**src/rtl/step_seq.sv**
```systemverilog
// ----------------------------------------------------------------------------
// step_seq -- instruction step sequencer for the 8-bit core.
//
// Walks the fetch, decode and execute step blocks in order
// (IF -> ID -> EX[sel] -> IF), issuing a one-cycle active-low enable pulse to
// each block and waiting for it to complete on the shared, pulled-up, wired
// active-low rdy_ line. Also handles halt at the instruction boundary, runs a
// per-step watchdog and counts retired instructions.
//
// Parameters
//   NUM_EX   number of execute step blocks (1..4)
//   TIMEOUT  WAIT-state samples without rdy_ before a fault (1..255)
//
// Ports
//   clk       in   system clock, all state changes on posedge
//   rst_      in   asynchronous active-low reset
//   rdy_      in   shared step-complete line, 0 = done
//   halt_     in   active-low halt request, honoured at the instruction boundary
//   ex_sel    in   execute-unit index, sampled when decode completes
//   ena_if_   out  fetch-step enable pulse (active low)
//   ena_id_   out  decode-step enable pulse (active low)
//   ena_ex_   out  per-unit execute enable pulses (active low, at most one low)
//   running   out  1 while fetching, decoding or executing
//   fault     out  sticky watchdog / bad-select error flag
//   icnt      out  retired-instruction count, wraps at 256
// ----------------------------------------------------------------------------
module step_seq #(
    parameter int unsigned NUM_EX  = 4,
    parameter int unsigned TIMEOUT = 15
) (
    input  logic              clk,
    input  logic              rst_,
    input  logic              rdy_,
    input  logic              halt_,
    input  logic [1:0]        ex_sel,
    output logic              ena_if_,
    output logic              ena_id_,
    output logic [NUM_EX-1:0] ena_ex_,
    output logic              running,
    output logic              fault,
    output logic [7:0]        icnt
);

    localparam logic [2:0] S_IDLE  = 3'd0;
    localparam logic [2:0] S_IF_W  = 3'd1;
    localparam logic [2:0] S_ID_W  = 3'd2;
    localparam logic [2:0] S_EX_W  = 3'd3;
    localparam logic [2:0] S_FAULT = 3'd4;

    localparam logic [2:0] NUM_EX_L  = 3'(NUM_EX);
    localparam logic [7:0] WDOG_LAST = 8'(TIMEOUT - 1);

    logic [2:0]        state;
    logic [2:0]        state_nxt;
    logic [7:0]        wdog;
    logic [7:0]        wdog_nxt;
    logic              go_if;
    logic              go_id;
    logic              go_ex;
    logic              retire;
    logic              ex_valid;
    logic [NUM_EX-1:0] ex_en_n;

    assign ex_valid = ({1'b0, ex_sel} < NUM_EX_L);

    // Active-low one-hot decode of the requested execute unit. The selected
    // unit is captured straight into ena_ex_ on the decode-ready edge.
    always_comb begin
        ex_en_n = '1;
        for (int unsigned i = 0; i < NUM_EX; i++) begin
            if (ex_sel == 2'(i)) begin
                ex_en_n[i] = 1'b0;
            end
        end
    end

    always_comb begin
        state_nxt = state;
        wdog_nxt  = wdog;
        go_if     = 1'b0;
        go_id     = 1'b0;
        go_ex     = 1'b0;
        retire    = 1'b0;

        case (state)
            S_IDLE: begin
                if (halt_) begin
                    go_if     = 1'b1;
                    state_nxt = S_IF_W;
                end
            end

            S_IF_W, S_ID_W, S_EX_W: begin
                // A completing step takes priority over a watchdog expiry
                // landing on the same edge.
                if (!rdy_) begin
                    if (state == S_IF_W) begin
                        go_id     = 1'b1;
                        state_nxt = S_ID_W;
                    end else if (state == S_ID_W) begin
                        if (ex_valid) begin
                            go_ex     = 1'b1;
                            state_nxt = S_EX_W;
                        end else begin
                            state_nxt = S_FAULT;
                        end
                    end else begin
                        retire = 1'b1;
                        if (halt_) begin
                            go_if     = 1'b1;
                            state_nxt = S_IF_W;
                        end else begin
                            state_nxt = S_IDLE;
                        end
                    end
                end else if (wdog == WDOG_LAST) begin
                    state_nxt = S_FAULT;
                end else begin
                    wdog_nxt = wdog + 8'd1;
                end
            end

            S_FAULT: begin
                state_nxt = S_FAULT;
            end

            default: begin
                state_nxt = S_FAULT;
            end
        endcase

        if (go_if || go_id || go_ex) begin
            wdog_nxt = '0;
        end
    end

    always_ff @(posedge clk or negedge rst_) begin
        if (!rst_) begin
            state   <= S_IDLE;
            wdog    <= '0;
            ena_if_ <= 1'b1;
            ena_id_ <= 1'b1;
            ena_ex_ <= '1;
            running <= 1'b0;
            fault   <= 1'b0;
            icnt    <= '0;
        end else begin
            state   <= state_nxt;
            wdog    <= wdog_nxt;
            // Enables are low only for the first cycle of the entered state.
            ena_if_ <= !go_if;
            ena_id_ <= !go_id;
            ena_ex_ <= go_ex ? ex_en_n : '1;
            running <= (state_nxt inside {S_IF_W, S_ID_W, S_EX_W});
            fault   <= fault || (state_nxt == S_FAULT);
            if (retire) begin
                icnt <= icnt + 8'd1;
            end
        end
    end

endmodule

```
**config.mk**
```make
export PLATFORM = sky130hd
export DESIGN_NAME = step_seq
export DESIGN_NICKNAME = d
export VERILOG_FILES = /design/src/rtl/step_seq.sv
export SDC_FILE = /design/constraint.sdc
export NUM_CORES = 1
export LEC_CHECK = 0
export BUFFER_PORTS_ARGS = -buffer_cell sky130_fd_sc_hd__buf_2
export CORE_ASPECT_RATIO = 0.8
export CORE_MARGIN = 5
export CORE_UTILIZATION = 25
export DETAILED_ROUTE_END_ITERATION = 6
export GPL_ROUTABILITY_DRIVEN = 0
export PLACE_DENSITY_LB_ADDON = 0.12
export SLEW_MARGIN = 5
export SYNTH_ARGS = -nofsm -noshare
export SYNTH_HDL_FRONTEND = slang
export SYNTH_SLANG_ARGS = --single-unit
export TNS_END_PERCENT = 20
```
**constraint.sdc**
```tcl
create_clock -name clk -period 4.5 [get_ports clk]
set_input_delay 0.45 -clock clk [delete_from_list [all_inputs] [get_ports clk]]
set_output_delay 0.45 -clock clk [all_outputs]
set_load 0.005 [all_outputs]
```
# Word-level counts from Yosys, hierarchy flattened
# Index checks and enable logic that the tools add are counted.
# classes
addsub	2
mul	0
n_div	0
magnitude_cmp	0
n_eq_ne	12
shift	0
muxes	32
bitwise	0
n_reduce_logical	12
# op_table
cell	n
2-to-1 mux 8 bit	4
2-to-1 mux 1 bit	20
adder 8 x 1 -> 8 bit (second input constant)	2
equality test 3 x 2 -> 1 bit (second input constant)	4
2-to-1 mux 3 bit	3
equality test 8 x 4 -> 1 bit (second input constant)	1
equality test 3 x 1 -> 1 bit (second input constant)	2
one-hot mux 3 bit (2 select lines)	1
equality test 2 bit (second input constant)	2
2-to-1 mux 2 bit	2
2-to-1 mux 4 bit	1
nonzero test 2 bit	2
equality test 3 bit (second input constant)	1
logical NOT 3 bit	1
logical OR 1 bit	3
AND reduction 3 bit	1
nonzero test 3 bit	1
OR reduction 3 bit	1
equality test 2 x 1 -> 1 bit (second input constant)	1
logical NOT 1 bit	2
logical NOT 2 bit	1
inequality test 2 x 1 -> 1 bit (second input constant)	1
one-hot mux 1 bit (2 select lines)	1
# word_totals
reg_bits	27
latch_bits	0
ramBits	0
rom_bits	0
out_inout_bits	16
mem_count	0

# Depth between registers and ports, before layout
# Gate-level depths: netlist of the first run.
# depth
ltp_word	9
depth_mapped	7

# Worst setup path after synthesis of the first run
# No wires, ideal clock.
# synth_path
path_kind	reg2reg
from	register wdog[0]
to	register wdog[2]
setup_ps	79
arrival_time_ps	1486
slack_ps	2935
path_stages_with_launch	8
path_cell_list	dfrtp_1 inv_1 ha_1 nand4b_1 or4_1 clkbuf_2 nand3_1 mux2i_1
# synth_between
elab_chain_len	5
# synth_lines
element	line_no	source
start: declaration	55	logic [7:0] wdog;
start signal: assignment	149	wdog <= wdog_nxt;
adder 8 x 1 -> 8 bit	119	wdog_nxt = wdog + 8'd1;
2-to-1 mux 8 bit	116	end else if (wdog == WDOG_LAST) begin
2-to-1 mux 8 bit	96	if (!rdy_) begin
2-to-1 mux 8 bit	85	case (state)
2-to-1 mux 8 bit	132	if (go_if || go_id || go_ex) begin
# Parallel ways exist; a longest one is shown, timed or not. The select of a mux whose other input is x is not followed.
# A chain may end at the register's enable or synchronous reset.

# Worst setup path after layout of the first run
# layout_path
from	register wdog[0]
to	register wdog[4]
# Same word-level chain as after synthesis.

==> results of run 1 <==
-- final cells by class --
cell class              instances  area [µm²]
fillers                       519        3460
flip-flops and latches         27         683
multi-input cells              77         528
repair buffers                 21         105
well taps                      62        77.6
clock buffers                   3        41.3
inverters                       6        22.5
clock inverters                 1        7.51
-- state kept, by name, indices dropped and copies added, names as in the netlist --
| name | count |
|---|---|
| ena_if_ | 1 |
| ena_ex_ | 4 |
| icnt | 8 |
| running | 1 |
| state | 3 |
| wdog | 8 |
| ena_id_ | 1 |
| fault | 1 |
-- synth_stat cells (all sizes together) (2+ instances only) --
| cell | count | area share [%] |
|---|---|---|
| a21oi | 5 | 2.0 |
| and3 | 2 | 1.0 |
| buf | 3 | 1.2 |
| dfrtp | 21 | 42 |
| dfstp | 6 | 13 |
| ha | 3 | 3.0 |
| inv | 6 | 1.8 |
| mux2i | 2 | 1.6 |
| nand2 | 7 | 2.1 |
| nand2b | 4 | 2.6 |
| nand3 | 9 | 3.6 |
| nand3b | 2 | 1.2 |
| nor2 | 7 | 2.1 |
| nor3 | 2 | 0.80 |
| nor4 | 3 | 1.5 |
| o21ai | 4 | 1.9 |
| or4 | 2 | 1.2 |
| xnor2 | 8 | 5.6 |
| xor2 | 3 | 2.1 |
-- worst max path at each step --
stage,slack (ns),endpoint,start,depth (start not counted)
4_1_cts,2.70,wdog[4]$_DFFE_PN0P_,wdog[0]$_DFFE_PN0P_,6
6_report,2.71,wdog[4]$_DFFE_PN0P_,wdog[0]$_DFFE_PN0P_,6
2_1_floorplan,2.93,wdog[2]$_DFFE_PN0P_,wdog[0]$_DFFE_PN0P_,7
3_5_place_dp,2.74,wdog[4]$_DFFE_PN0P_,wdog[0]$_DFFE_PN0P_,6
3_3_place_gp,2.75,wdog[1]$_DFFE_PN0P_,wdog[0]$_DFFE_PN0P_,5
5_1_grt,2.55,wdog[4]$_DFFE_PN0P_,wdog[0]$_DFFE_PN0P_,6
-- power by group --
group          leakage (nW)  total (mW)  switching, mW  internal (mW)
combinational         0.296     0.00989        0.00751        0.00238
clock                0.0217       0.140         0.0768         0.0628
sequential            0.346       0.243              0          0.243
total                 0.664       0.392         0.0843          0.308
-- worst reg2reg max path: cells and delay by family, from the launching register on --
family,cells,cell delay [ns]
and+or+nand+nor,3,0.84
DFF,1,0.43
muxes,1,0.16
adders and majority gates,1,0.14
buffers and inverters,1,0.09
-- per-stage QoR --
stage	total power [mW]	cell area (µm²)	instances	utilization, %	hold slack [ns]
after floorplan	0.249	1250	114	-	0.154
after global placement	0.258	1420	193	28.8	0.460
after detailed placement	0.258	1420	193	28.8	0.459
after CTS	0.402	1470	197	29.8	0.205
after global routing	0.416	1470	197	29.8	0.227
final	0.392	1470	197	29.8	0.183
-- kinds of logic (layout without fill, tap and decap cells) --
group | Yosys count | in the layout
flops | 27 | 27
xor+xnor | 11 | 11
fa+ha+maj | 3 | 3
buf+inv | 10 | 31
mux | 3 | 3
simple gates | 45 | 45
compound gates | 15 | 15
-- metal layers --
layer	GRT usage, %	routed length [µm]	up-vias
met4	1.98	22	0
met3	2.80	133	2
met1	10.8	1230	415
met2	14.3	1190	12
li1	-	-	442
met5	0	0	-
==> flow_metrics.env, run 1 <==
export IMPL_worstSetupPathType="flop to flop"
export IMPL_dieArea_um2=6540
export IMPL_htreeDepth=1
export IMPL_peakVddDrop_uv=116
export IMPL_tightest_slew_ns=0.699
export IMPL_synth_fa_ha_area_share_pct=2.99
export IMPL_syn_avg_cell_area_um2=11.0
export IMPL_portBuffers=21
export IMPL_rsz0062_at_grt="no"
export IMPL_drt_iter0_markers=47
export IMPL_area_growth_synth_to_final_pct=16.9
export IMPL_synth_nets=123
export IMPL_critPathCaptureType="flop"
export IMPL_synth_edf_count=0
export IMPL_critPathRequiredTime_ns=4.65
export IMPL_critPathArrivalTime_ns=1.94
export IMPL_ys_ff_latch=27
export IMPL_finalSetupViolCount=0
export IMPL_clockRootBuffer="clkbuf_8"
export IMPL_synth_simple_area_share_pct=21.0
export IMPL_yosysSeqAreaShare_pct=54.5
export IMPL_post_cts_buffers=0
export IMPL_die_width_um=89.2
export IMPL_synth_compound_area_share_pct=7.98
export IMPL_yosys_warnings=0
export IMPL_slew_viol_final=0
export IMPL_power_density_nw_per_um2=268
export IMPL_initial_core_util_pct=25.5
export IMPL_place_ws_ns=2.74
export IMPL_synthCells=114
export IMPL_rr_startpoint="wdog[0]$_DFFE_PN0P_"
export IMPL_worstReg2RegEnd="wdog[4]$_DFFE_PN0P_"
export IMPL_ios=22
export IMPL_grt_pass1_vias=923
export IMPL_vias=871
export IMPL_cts_buffer_depth=2
export IMPL_place_hpwl_um=1860
export IMPL_tns_ns=0
export IMPL_core_um2=4920
export IMPL_crit_slowest_cell="nor4_1"
export IMPL_slew_headroom_pct=53.0
export IMPL_track_usage_pct=8.59
export IMPL_timing_fmax_mhz=560
export IMPL_synthArstFlopShare_pct=100
export IMPL_diodes=0
export IMPL_rows=23
export IMPL_cts_hold_buf=0
export IMPL_grt_max_degree=28
export IMPL_synthXorXnorAreaFrac_pct=7.68
export IMPL_synth_mux_area_share_pct=2.50
export IMPL_cts_tree="yes"
export IMPL_finalWirelength_um=2570
export IMPL_setup_slack_ns=2.71
export IMPL_hold_violations=0
export IMPL_nets=145
export IMPL_synthFlopType="dfrtp_1"
export IMPL_path_delay_family="simple AND/OR/NAND/NOR gates"
export IMPL_min_path_type="primary input to asynchronous set/reset pin"
export IMPL_cts_buffers=3
export IMPL_cp_max_fo=5
export IMPL_critPathLaunchType="flop"
export IMPL_antenna_found_initial=0
export IMPL_fin_crit_ns=1.79
export IMPL_grt_overflow_total=0
export IMPL_via_per_inst=4.42
export IMPL_slowest_delay_ns=0.55
export IMPL_synthDistinctLibCells=37
export IMPL_r2r_slack_ns=2.71
export IMPL_cts_resized=0
export IMPL_layout_common_cells="dfrtp_1, buf_2, nand3_1, xnor2_1"
export IMPL_fp_dieH_um=73.3
export IMPL_ant_nets=0
export IMPL_drc_errors=0
export IMPL_status="finished, final reports clean"
export IMPL_grt_pass1_wl_um=4420
export IMPL_crit_chain="inv_1, ha_1, nand4b_1, nor4_1, nor3_1, mux2i_1"
export IMPL_rr_worst_depth=6
export IMPL_clk_pin_slew_worst_paths_ns=0.09
export IMPL_drt_wirelength_per_cell_um=13.1
export IMPL_p_leak_nw=0.664
export IMPL_drive_above_1_share_pct=25.9
export IMPL_maxCapViolCount=0
export IMPL_cts_sinks=27
export IMPL_clk_latency_ns=0.27
export IMPL_fin_worst_skew_ns=0.00246
export IMPL_path_buf_inv=1
export IMPL_period_share_pct=39.7
export IMPL_synth_top_family_by_area="simple AND/OR/NAND/NOR gates"
export IMPL_synth_area_um2=1250
export IMPL_firstDrtPassIters=4
(Power assumes the default switching activity.)
==> run 2, diff against run 1 <==
==> constraint.sdc (replaced) <==
create_clock -name clk -period 1.55 [get_ports clk]
set_input_delay 0.155 -clock clk [delete_from_list [all_inputs] [get_ports clk]]
set_output_delay 0.155 -clock clk [all_outputs]
set_load 0.005 [all_outputs]
==> flow_metrics.env, run 2 (synthesis gave the netlist of run 1 again) <==
export IMPL_status="finished with violations"
export IMPL_violations="setup timing"
export IMPL_dpl_instance_area_um2=1500
export IMPL_grt_pass1_vias=958
export IMPL_dpl_cell_count=204
export IMPL_area_growth_synth_to_final_pct=28.5
export IMPL_cts_buffer_depth=2
export IMPL_ios=22
export IMPL_dieArea_um2=6540
export IMPL_slew_viol_final=0
export IMPL_slew_headroom_pct=59.0
export IMPL_antenna_found_initial=0
export IMPL_power_density_nw_per_um2=719
export IMPL_finalSetupViolCount=3
export IMPL_p_leak_nw=0.738
export IMPL_clk_latency_ns=0.28
export IMPL_clk_pin_slew_worst_paths_ns=0.10
export IMPL_clockRootBuffer="clkbuf_8"
export IMPL_drive_above_1_share_pct=37.8
export IMPL_diodes=0
export IMPL_grt_overflow_total=0
export IMPL_cts_buffers=3
export IMPL_drt_wirelength_per_cell_um=12.9
export IMPL_rsz0062_at_grt="yes"
export IMPL_rows=23
export IMPL_core_um2=4920
export IMPL_largestRegisters="icnt x8, wdog x8, ena_ex_ x4"
export IMPL_via_per_inst=4.40
export IMPL_cts_tree="yes"
export IMPL_die_width_um=89.2
export IMPL_setup_slack_ns=-0.0712
export IMPL_worstSetupPathType="flop to flop"
export IMPL_vias=924
export IMPL_layout_common_cells="buf_2, dfrtp_1, buf_4, nand3_1, xnor2_1"
export IMPL_met3_usage_pct=2.58
export IMPL_busiest_layer="met2"
export IMPL_finalWirelength_um=2700
export IMPL_n_fill_cell=515
export IMPL_use_met2_pct=13.3
export IMPL_tns_ns=-0.131
export IMPL_tightest_slew_ns=0.614
export IMPL_hold_violations=0
export IMPL_fin_crit_ns=1.62
export IMPL_drt_iter0_markers=35
export IMPL_timing_fmax_mhz=617
export IMPL_critPathRequiredTime_ns=1.70
export IMPL_r2r_slack_ns=-0.07
export IMPL_fin_area_um2=1610
export IMPL_track_usage_pct=9.06
export IMPL_fin_worst_skew_ns=0.00834
export IMPL_place_hpwl_um=2040
export IMPL_portBuffers=21
export IMPL_cts_sinks=27
export IMPL_critPathCaptureType="flop"
export IMPL_min_path_type="primary input to flop"
export IMPL_final_cells=210
export IMPL_firstDrtPassIters=6
export IMPL_period_share_pct=105
export IMPL_critPathArrivalTime_ns=1.77
export IMPL_maxCapViolCount=0
export IMPL_cp_max_fo=7
export IMPL_final_util_pct=32.7
export IMPL_fp_dieH_um=73.3
export IMPL_peakVddDrop_uv=440
export IMPL_htreeDepth=1
export IMPL_initial_core_util_pct=25.5
export IMPL_critPathLaunchType="flop"
export IMPL_grt_pass1_wl_um=4540
export IMPL_grt_max_degree=28
export IMPL_drc_errors=0
export IMPL_met1_usage_pct=12.8
export IMPL_ant_nets=0
export IMPL_nets=158
export IMPL_layout_commonest_cell="buf_2"
run 2: path summary, 6_finish.rpt:
kind,start,endpoint,depth (start not counted)
setup / recovery,wdog[0]$_DFFE_PN0P_,wdog[1]$_DFFE_PN0P_,6
hold / removal,ex_sel[0],ena_ex_[1]$_DFF_PN1_,2
setup reg to reg,wdog[0]$_DFFE_PN0P_,wdog[1]$_DFFE_PN0P_,6
hold reg to reg,icnt[7]$_DFFE_PN0P_,icnt[7]$_DFFE_PN0P_,1
max in group asynchronous,rst_,state[1]$_DFF_PN0_,2
min in group asynchronous,rst_,wdog[3]$_DFFE_PN0P_,2
run 2: where the power goes:
| group | internal [mW] | switching (mW) |
|---|---|---|
| Sequential | 0.705 | 0 |
| Clock | 0.189 | 0.235 |
| Combinational | 0.00851 | 0.0224 |
| Total | 0.902 | 0.257 |
run 2: worst max-delay path: stages (launching register included):
cell      delay [ns]
dfrtp_1         0.40
inv_2           0.09
ha_4            0.13
nand4b_1        0.12
or4_4           0.51
a21oi_1         0.19
a311oi_2        0.06
run 2: metal layers:
| layer | part of all wire [%] | up-vias |
|---|---|---|
| met5 | 0 | - |
| met4 | 1.5 | 0 |
| met3 | 3.4 | 2 |
| li1 | - | 468 |
| met1 | 52 | 442 |
| met2 | 43 | 12 |
run 2: final cells by class:
type                       instances  area [µm²]  area share [%]
clock inverter                     1        8.76           0.543
clock buffer                       3        41.3            2.56
sequential                        27         684            42.5
timing repair buffer              34         205            12.7
tap                               62        77.6            4.81
inverter                           6        22.5            1.40
multi-input combinational         77         572            35.5
run 2: what timing repair did:
item,CTS,global route
hold endpoints to repair,21,0
setup buffers,1,1
gates resized for setup,3,6
pin swaps,2,1
hold buffers,1,0
endpoints found under the setup margin,8,15
run 2: per-stage QoR:
stage / power, mW / worst slack, ns / hold slack (ns)
finish: 1.16 / -0.0712 / 0.0237
global route: 1.23 / -0.161 / 0.0277
CTS: 1.19 / -0.0659 / 0.0118
detailed placement: 0.749 / -0.118 / 0.220
global placement: 0.748 / -0.0737 / 0.210
floorplan: 0.722 / -0.0133 / -0.141
